<file path="config.mk">
export PLATFORM = sky130hd
export DESIGN_NAME = pipeline_stall_ctrl
export DESIGN_NICKNAME = d
export VERILOG_FILES = /design/src/rtl/pipeline_stall_ctrl.sv
export SDC_FILE = /design/constraint.sdc
export NUM_CORES = 1
export LEC_CHECK = 0
export CORE_MARGIN = 4
export CORE_UTILIZATION = 50
export DETAILED_ROUTE_END_ITERATION = 12
export GPL_ROUTABILITY_DRIVEN = 0
export MAX_ROUTING_LAYER = met4
export PLACE_DENSITY = 0.87
export SETUP_SLACK_MARGIN = 0.15
export SYNTH_ARGS = -nofsm -noshare
export SYNTH_HDL_FRONTEND = slang
export SYNTH_SLANG_ARGS = --single-unit
</file>
<file path="constraint.sdc">
create_clock -name clock -period 4.43 [get_ports clock]
set_input_delay 1.1075 -clock clock [delete_from_list [all_inputs] [get_ports clock]]
set_output_delay 1.1075 -clock clock [all_outputs]
set_load 0.005 [all_outputs]
</file>
<file path="src/rtl/pipeline_stall_ctrl.sv">
// -----------------------------------------------------------------------------
// pipeline_stall_ctrl
//
// Turns the hazard-detection flag and the EX-stage branch resolution into the
// pipeline steering signals. A small RUN/STALL/FLUSH FSM sits underneath.
// Branches take priority over data hazards because the branch is resolved in
// EX, so any instruction stalled in ID is younger and gets discarded anyway.
// For the cycle after a flush the hazard flag is ignored: the bubble in IF/ID
// carries register-0 fields and can raise a false hazard.
//
// Steering outputs are combinational (zero latency). There is no valid/ready
// handshake here; every input is sampled every cycle.
//
// Ports
//   clock            in   system clock, rising edge
//   reset            in   asynchronous, active-high reset
//   hasHazard        in   data hazard flag from hazard detection
//   branch_taken     in   branch/jump resolved taken in EX this cycle
//   PCWrite          out  PC update enable
//   IF_ID_Hold       out  IF/ID keeps its contents
//   IF_ID_Flush      out  IF/ID loads a bubble
//   ID_EX_CtrlFlush  out  ID/EX control fields forced to zero
//   stall_timeout    out  sticky: a stall lasted MAX_STALL+ consecutive cycles
//   stall_count      out  total stall cycles, saturating
//   flush_count      out  total branch-flush cycles, saturating
//   state_dbg        out  current FSM state (RUN=0, STALL=1, FLUSH=2)
// -----------------------------------------------------------------------------
module pipeline_stall_ctrl #(
    parameter int MAX_STALL = 4,   // legal range 2..15
    parameter int CNT_W     = 16
) (
    input  logic             clock,
    input  logic             reset,
    input  logic             hasHazard,
    input  logic             branch_taken,
    output logic             PCWrite,
    output logic             IF_ID_Hold,
    output logic             IF_ID_Flush,
    output logic             ID_EX_CtrlFlush,
    output logic             stall_timeout,
    output logic [CNT_W-1:0] stall_count,
    output logic [CNT_W-1:0] flush_count,
    output logic [1:0]       state_dbg
);

    localparam logic [1:0] RUN   = 2'd0;
    localparam logic [1:0] STALL = 2'd1;
    localparam logic [1:0] FLUSH = 2'd2;

    localparam logic [3:0]       MAX_STALL_L = 4'(MAX_STALL);
    localparam logic [3:0]       RUN_LEN_MAX = 4'hF;
    localparam logic [CNT_W-1:0] CNT_MAX     = {CNT_W{1'b1}};

    logic [1:0] state;
    logic [3:0] run_len;
    logic [3:0] run_len_inc;
    logic       flush_cyc;
    logic       stall_cyc;

    assign state_dbg = state;

    // Cycle classification. In FLUSH the hazard flag is masked for one cycle.
    assign flush_cyc   = branch_taken;
    assign stall_cyc   = !branch_taken && hasHazard && (state != FLUSH);
    assign run_len_inc = (run_len == RUN_LEN_MAX) ? RUN_LEN_MAX : run_len + 4'd1;

    // Steering. While reset is high the pipeline is held in a bubbling state
    // with the PC frozen.
    always_comb begin
        PCWrite         = 1'b1;
        IF_ID_Hold      = 1'b0;
        IF_ID_Flush     = 1'b0;
        ID_EX_CtrlFlush = 1'b0;
        if (reset) begin
            PCWrite         = 1'b0;
            IF_ID_Flush     = 1'b1;
            ID_EX_CtrlFlush = 1'b1;
        end else if (flush_cyc) begin
            PCWrite         = 1'b1;
            IF_ID_Flush     = 1'b1;
            ID_EX_CtrlFlush = 1'b1;
        end else if (stall_cyc) begin
            PCWrite         = 1'b0;
            IF_ID_Hold      = 1'b1;
            ID_EX_CtrlFlush = 1'b1;
        end
    end

    always_ff @(posedge clock or posedge reset) begin
        if (reset) begin
            state         <= RUN;
            run_len       <= 4'd0;
            stall_timeout <= 1'b0;
            stall_count   <= '0;
            flush_count   <= '0;
        end else if (flush_cyc) begin
            state   <= FLUSH;
            run_len <= 4'd0;
            if (flush_count != CNT_MAX) begin
                flush_count <= flush_count + CNT_W'(1);
            end
        end else if (stall_cyc) begin
            state   <= STALL;
            run_len <= run_len_inc;
            if (stall_count != CNT_MAX) begin
                stall_count <= stall_count + CNT_W'(1);
            end
            // Timeout is sticky; it never alters steering.
            if (run_len_inc >= MAX_STALL_L) begin
                stall_timeout <= 1'b1;
            end
        end else begin
            state   <= RUN;
            run_len <= 4'd0;
        end
    end

endmodule

</file>
; Word level (Yosys, flattened, before mapping)
; Cells that the tools add are included.
[word_totals]
wordCells = 35
in_bits = 4
output_inout_bits = 39
ff_bits = 39
[classes]
bitwise_logic = 1
order_cmp = 1
reduce_logical = 6
eq_ne = 4
add_sub_neg = 3
muxes = 15
[op_table]
columns = op, count
row1 = 16-bit by 1-bit adder with 16-bit output (second input constant), 2
row2 = 16-bit inequality test (second input constant), 2
row3 = 4-bit 2-to-1 mux, 3
row4 = 1-bit 2-to-1 mux, 11
row5 = 3-bit AND reduction, 2
row6 = 4-bit by 1-bit adder with 4-bit output (second input constant), 1
row7 = 4-bit equality test (second input constant), 1
row8 = 4-bit by 3-bit >= comparator with 1-bit output (second input constant), 1
row9 = 1-bit logical AND, 2
row10 = 2-bit 2-to-1 mux, 1
row11 = 2-bit inequality test (second input constant), 1
row12 = 2-bit AND reduction, 1
row13 = 1-bit zero test, 1
row14 = 1-bit inverter, 1

; Longest topological paths before layout
; Gate-level depths: netlist of run 1.
[logic_depth]
ltp_word = 6
mapped_depth = 5

; Least setup slack after synthesis of run 1
; No wires, ideal clock.
[synth_timing]
path_type = input -> output
from = in reset
to = out IF_ID_Hold
cell_stages = 3
arrival_time_ns = 2.312
path_slack_ns = 1.010
path_buffers = 0
required_time_ns = 3.323
cell_sequence = inv_1 > nand2_1 > nor2_1
[synth_via]
elab_chain_len = 1
[synth_lines]
columns = item, line
row1 = start: declaration, 33  ; input logic reset,
row2 = 1-bit 2-to-1 mux, 74  ; if (reset) begin
row3 = end: declaration, 37  ; output logic IF_ID_Hold,
; Every way passes these cells.

; Worst setup path in the final report of run 1
[layout_timing]
from = in branch_taken
to = out PCWrite
[layout_via]
elab_chain_len = 6
[layout_lines]
columns = item, line
row1 = start: declaration, 35  ; input logic branch_taken,
row2 = 1-bit zero test, 64  ; assign stall_cyc = !branch_taken && hasHazard && (state != FLUSH);
row3 = 1-bit logical AND (2 in series), 64
row4 = 1-bit 2-to-1 mux, 82  ; end else if (stall_cyc) begin
row5 = 1-bit 2-to-1 mux (*), 78  ; end else if (flush_cyc) begin
row6 = 1-bit 2-to-1 mux (*), 74
row7 = end: declaration, 36  ; output logic PCWrite,
; Every way passes the cells marked *; elsewhere a longest branch is shown, timed or not.

==> flow_metrics.tcl, run 1 <==
set metrics [dict create \
    overflow 0 \
    worstPathRequired_ps 3320 \
    wl_per_cell_um 14.50 \
    yosysUniqueCellTypes 43 \
    routed-via-count 1472 \
    grt_use_total 0.1776 \
    fin_crit_ps 3846 \
    netlist_instances 171 \
    ys_seq_area_frac 0.5045 \
    slew_viol_final 0 \
    comb_power_share 0.262 \
    grt_busiest_layer "met2" \
    fmax_mhz 260.0 \
    postPlaceCellArea_um2 2415 \
    nNetsFinal 227 \
    p_seq_frac 0.504 \
    io_pins 43 \
    cts_tree "yes" \
    grt_max_degree 40 \
    synth_flop_cell "dfrtp_1" \
    synthToLayoutAreaGrowth_pct 29.04 \
    syn_area_um2 1934 \
    cts-root-buf "clkbuf_8" \
    clock_sinks 39 \
    met3_usage 0.04317 \
    fin_worst_skew_ps 8.089 \
    synthMuxAreaShare 0.01940 \
    drive_gt1_frac 0.09955 \
    hold_violations 0 \
    total_power_mw 0.9768 \
    io_buffers 42 \
    antenna_found_initial 0 \
    cts_buffers 5 \
    grtUsageMet2 0.2686 \
    rows 22 \
    grt_pass1_wl_um 6789 \
    final_area_um2 2496 \
    syn_avg_cell_area_um2 11.31 \
    num-fill-cells 293 \
    final_core_util 0.6767 \
    min_path_type "flip-flop to flip-flop" \
    initial_core_util 0.5244 \
    p_sw_mw 0.2950 \
    die_y_um 70.20 \
    r2r_end "stall_count[12]" \
    vias_per_cell 5.472 \
    p_clk_frac 0.233 \
    synthAdderAreaFrac 0.01940 \
    setup_tns_ps 0 \
    insertion_delay_ps 290 \
    grt_pass1_vias 1505 \
    max_cap_violations 0 \
    holdCritStartpoint "stall_timeout" \
    synth_edf_count 0 \
    power_density_nw_per_um2 391.3 \
    relSlewSlack 0.6845 \
    diodes 0 \
    criticalPathCategory "input port to output pin" \
    leakage_nw 1.123 \
    syn_nets 178 \
    drtIter0Drc 121 \
    core_um2 3689 \
    worstSetupEndpoint "PCWrite" \
    synth_top_family_by_area "simple AND/OR/NAND/NOR gates" \
    rsz0062_at_grt "no" \
    design.die.area_um2 4928 \
    synthSimpleGateAreaFrac 0.2801 \
    crit_path_end_kind "output pin" \
    async_flop_share 1.000 \
    reg2reg_from "stall_count[0]" \
    synth_compound_area_frac 0.05175 \
    ys_seq_elements 39 \
    r2r_slack_ps 2620 \
    hold_buffers 0 \
    peakVddDrop_uv 308.2 \
    clkTransAtPathRegs_ps 70 \
    arrival_ps 2740 \
    synth_warnings 0 \
    outcome "complete, no violations" \
    worst_pin_slew_ps 473.2 \
    startpoint "branch_taken" \
    cts_resized 0 \
    crit_fanout 10 \
    cts_buffer_depth 2 \
    critPathLaunchType "input port" \
    wl_um 3901 \
    synth_xor_area_frac 0.1132 \
    die_w_um 70.20 \
    post_cts_buffers 0 \
    dp_hpwl_um 2928 \
    setup_violations 0 \
    grtUsageMet1 0.2241 \
    h-tree-depth 2 \
    drtPass1Iterations 4 \
    reg2regPathDepth 5 \
    antenna_left 0 \
    swShare 0.3020 \
    timing.final.crit_share 0.8681 \
    drc 0 \
    power.internal_mw 0.6818 \
]
per-layer routing:
layer | share of wire | up-vias | wire length (um)
met5 | 0 | - | 0
met4 | 0.023 | 0 | 88
met3 | 0.037 | 10 | 145
met2 | 0.48 | 38 | 1882
met1 | 0.46 | 709 | 1784
li1 | - | 715 | -
logic make-up (layout without fill, tap and decap cells):
logic type / after synthesis / after routing
flops: 39 / 39
buf+inv: 5 / 55
fa+ha+maj: 3 / 3
xor+xnor: 25 / 25
simple gates: 80 / 80
compound gates: 16 / 16
mux: 3 / 3
cells in the final DEF (no fill, tap or decap), drive strengths merged, types with 2 or more instances in the layout:
cell type      Yosys  layout
nand2             12      12
nor3               5       5
clkdlybuf4s50      0      42
or3                2       2
clkbuf             0       7
xor2              14      14
a21oi              6       6
nand2b             2       2
mux2               3       3
nor2              15      15
and4               5       5
ha                 3       3
inv                4       4
xnor2             11      11
nand4             10      10
nor4b              2       2
nor4               4       4
o21ai              2       2
nand3             14      14
a31oi              3       3
and3               3       3
dfrtp             39      39
critical path: stages:
cell and delay [ps]:
clkdlybuf4s50_1 600, inv_1 130, nand3_2 190, inv_1 100, nor2_1 90, clkdlybuf4s50_1 500
state kept, by name, indices dropped and copies added (netlist names):
| name | flops |
|---|---|
| stall_timeout | 1 |
| run_len | 4 |
| stall_count | 16 |
| flush_count | 16 |
| state_dbg | 2 |
power by group through the flow:
stage	Combinational, mW	Clock [mW]	Sequential (mW)
after floorplan	0.113	0	0.490
after global placement	0.252	0	0.497
after detailed placement	0.259	0	0.499
after CTS	0.261	0.234	0.492
after global routing	0.281	0.249	0.503
final	0.256	0.228	0.493
cell usage after synthesis (2+ instances only):
library cell  instances  area [um2]
dfrtp_1              39       975.9
nor2_1               14       52.55
xor2_1               14       122.6
nand2_1              12       45.04
nand3_1              11       55.05
xnor2_1              11       96.34
nand4_1               8       50.05
a21oi_1               6       30.03
and4_1                5       43.79
inv_1                 4       15.01
a31oi_1               3       18.77
and3_1                3       18.77
ha_1                  3       37.54
nor3_1                3       15.01
nand2b_1              2       12.51
nand3_4               2       35.03
nand4_2               2       25.02
nor4_1                2       12.51
nor4_4                2       42.54
o21ai_0               2       10.01
metrics by stage:
step | cells | setup WS [ps] | hold slack, ps
after floorplan | 171 | 1010 | 464.3
after global placement | 261 | 635.1 | 463.7
after detailed placement | 261 | 577.7 | 463.4
after CTS | 269 | 573.4 | 479.4
after global routing | 269 | 433.5 | 508.8
final | 269 | 584.5 | 471.0
worst min-delay path by stage:
stage          slack (ps)  cells after the start       endpoint
2_1_floorplan         460                      1  stall_timeout
3_3_place_gp          460                      1  stall_timeout
3_5_place_dp          460                      1  stall_timeout
4_1_cts               480                      1  stall_timeout
5_1_grt               510                      1  stall_timeout
6_report              470                      1  stall_timeout
area by class of cell:
cell class | instances | area, um2 | area share
timing repair buffer | 43 | 427.9 | 0.1714
clock inverter | 1 | 5.005 | 0.002005
inverter | 4 | 15.01 | 0.006015
multi-input combinational | 127 | 935.9 | 0.3749
clock buffer | 7 | 76.32 | 0.03058
sequential | 39 | 975.9 | 0.3910
tap | 48 | 60.06 | 0.02406
Power figures use the tool's default switching activity.
==> run 2, diff against run 1 <==
CORE_UTILIZATION = 49   (was 50)
PLACE_DENSITY = 0.86   (was 0.87)
==> flow_metrics.tcl, run 2 (synthesis results as in run 1) <==
set metrics [dict create \
    timing.final.crit_share 0.8613 \
    p_clk_frac 0.224 \
    h-tree-depth 2 \
    p_seq_frac 0.509 \
    relSlewSlack 0.6803 \
    die_w_um 70.83 \
    crit_path_end_kind "output pin" \
    post_cts_buffers 0 \
    synthToLayoutAreaGrowth_pct 28.59 \
    diodes 0 \
    cts_resized 0 \
    comb_power_share 0.267 \
    setup_violations 0 \
    fin_crit_ps 3815 \
    crit_fanout 10 \
    outcome "complete, no violations" \
    cts_buffers 5 \
    path_cells "clkdlybuf4s50_1 -> inv_1 -> nand3_2 -> inv_1 -> nor2_1 -> clkdlybuf4s50_1" \
    clkTransAtPathRegs_ps 70 \
    cts-root-buf "clkbuf_8" \
    cp_slowest_cell "clkdlybuf4s50_1" \
    routed-via-count 1502 \
    overflow 0 \
    slew_viol_final 0 \
    critPathLaunchType "input port" \
    grt_max_degree 40 \
    arrival_ps 2710 \
    power_density_nw_per_um2 388.5 \
    placed_cells 261 \
    fmax_mhz 262.1 \
    drtIter0Drc 94 \
    hold_buffers 0 \
    grt_pass1_wl_um 6934 \
    path_buf_inv 4 \
    whs_ps 487.9 \
    criticalPathCategory "input port to output pin" \
    io_pins 43 \
    wl_per_cell_um 14.84 \
    clock_sinks 39 \
    top_regs "flush_count (16), stall_count (16), run_len (4)" \
    grt_use_total 0.1809 \
    initial_core_util 0.5167 \
    wl_um 3963 \
    leakage_nw 1.118 \
    peakVddDrop_uv 294.5 \
    hold_violations 0 \
    cts_tree "yes" \
    io_buffers 42 \
    die_y_um 70.83 \
    vias_per_cell 5.625 \
    drive_gt1_frac 0.09589 \
    rows 22 \
    slowest_delay_ps 580 \
    drc 0 \
    drtPass1Iterations 4 \
    final_core_util 0.6644 \
    rsz0062_at_grt "no" \
    design.die.area_um2 5017 \
    cts_buffer_depth 2 \
    p_sw_mw 0.2900 \
    swShare 0.3001 \
    min_path_type "flip-flop to flip-flop" \
    insertion_delay_ps 290 \
    fin_cells 267 \
    fin_worst_skew_ps 5.140 \
    worstPathRequired_ps 3320 \
    antenna_left 0 \
    final_common_cell "clkdlybuf4s50_1" \
    critPathTopFamily "buffers and inverters" \
    total_power_mw 0.9664 \
    nNetsFinal 227 \
    final_cell_mix "42 x clkdlybuf4s50_1, 39 x dfrtp_1, 14 x xor2_1, 14 x nor2_1, 12 x nand2_1" \
    setup_tns_ps 0 \
    max_cap_violations 0 \
    dp_hpwl_um 2943 \
    power.internal_mw 0.6764 \
    worst_pin_slew_ps 479.6 \
    antenna_found_initial 0 \
    grt_pass1_vias 1502 \
    core_um2 3744 \
]
[run 2: cell count changes in the layout (fill, tap and decap cells not counted)]
cell      change
clkbuf_1      -1
clkinv_2      -1
[run 2: final cells by class]
cell class              instances  area, um2
fillers                       316       1256
flip-flops and latches         39      975.9
multi-input cells             127      935.9
repair buffers                 43      427.9
clock buffers                   6      72.57
well taps                      48      60.06
inverters                       4      15.01
[run 2: power groups by stage]
stage,Sequential (mW),Combinational (mW),Clock (mW)
3_3_place_gp,0.497,0.252,0
2_1_floorplan,0.490,0.113,0
4_1_cts,0.493,0.263,0.223
3_5_place_dp,0.499,0.261,0
6_report,0.491,0.258,0.217
5_1_grt,0.506,0.282,0.238
[run 2: worst register-to-register path: stages, from the launching register on]
cell     delay, ps
dfrtp_1        410
ha_1           290
nand3_4        130
nor4_4         380
and2b_1        180
mux2_2         330
[run 2: final timing paths]
path,start,endpoint,slack [ps],cells past startpoint
setup / recovery,branch_taken,PCWrite,610,6
setup reg to reg,stall_count[0],stall_count[12],2610,5
hold reg to reg,stall_timeout,stall_timeout,490,1
hold / removal,stall_timeout,stall_timeout,490,1
min in group asynchronous,reset,flush_count[7],1390,3
max in group asynchronous,reset,stall_count[2],2710,3
[run 2: metrics by stage]
step | setup WS, ps | instance area (um2)
finish | 614.6 | 2487
global route | 503.7 | 2487
CTS | 602.2 | 2487
detailed placement | 603.8 | 2415
global placement | 638.6 | 2415
floorplan | 1010 | 1934
[run 2: per-layer routing]
metal | track usage | wire length [um] | up-vias
li1 | - | - | 716
met1 | 0.2215 | 1728 | 735
met2 | 0.2812 | 1979 | 42
met3 | 0.04545 | 157 | 9
met4 | 0.08351 | 97 | 0
met5 | - | 0 | -
==> run 3, diff against run 2 <==
SKIP_CTS_REPAIR_TIMING = 1   (was not set)
==> results of run 3 <==
Same layout as run 2: the final DEF is identical, and so are final timing and power.
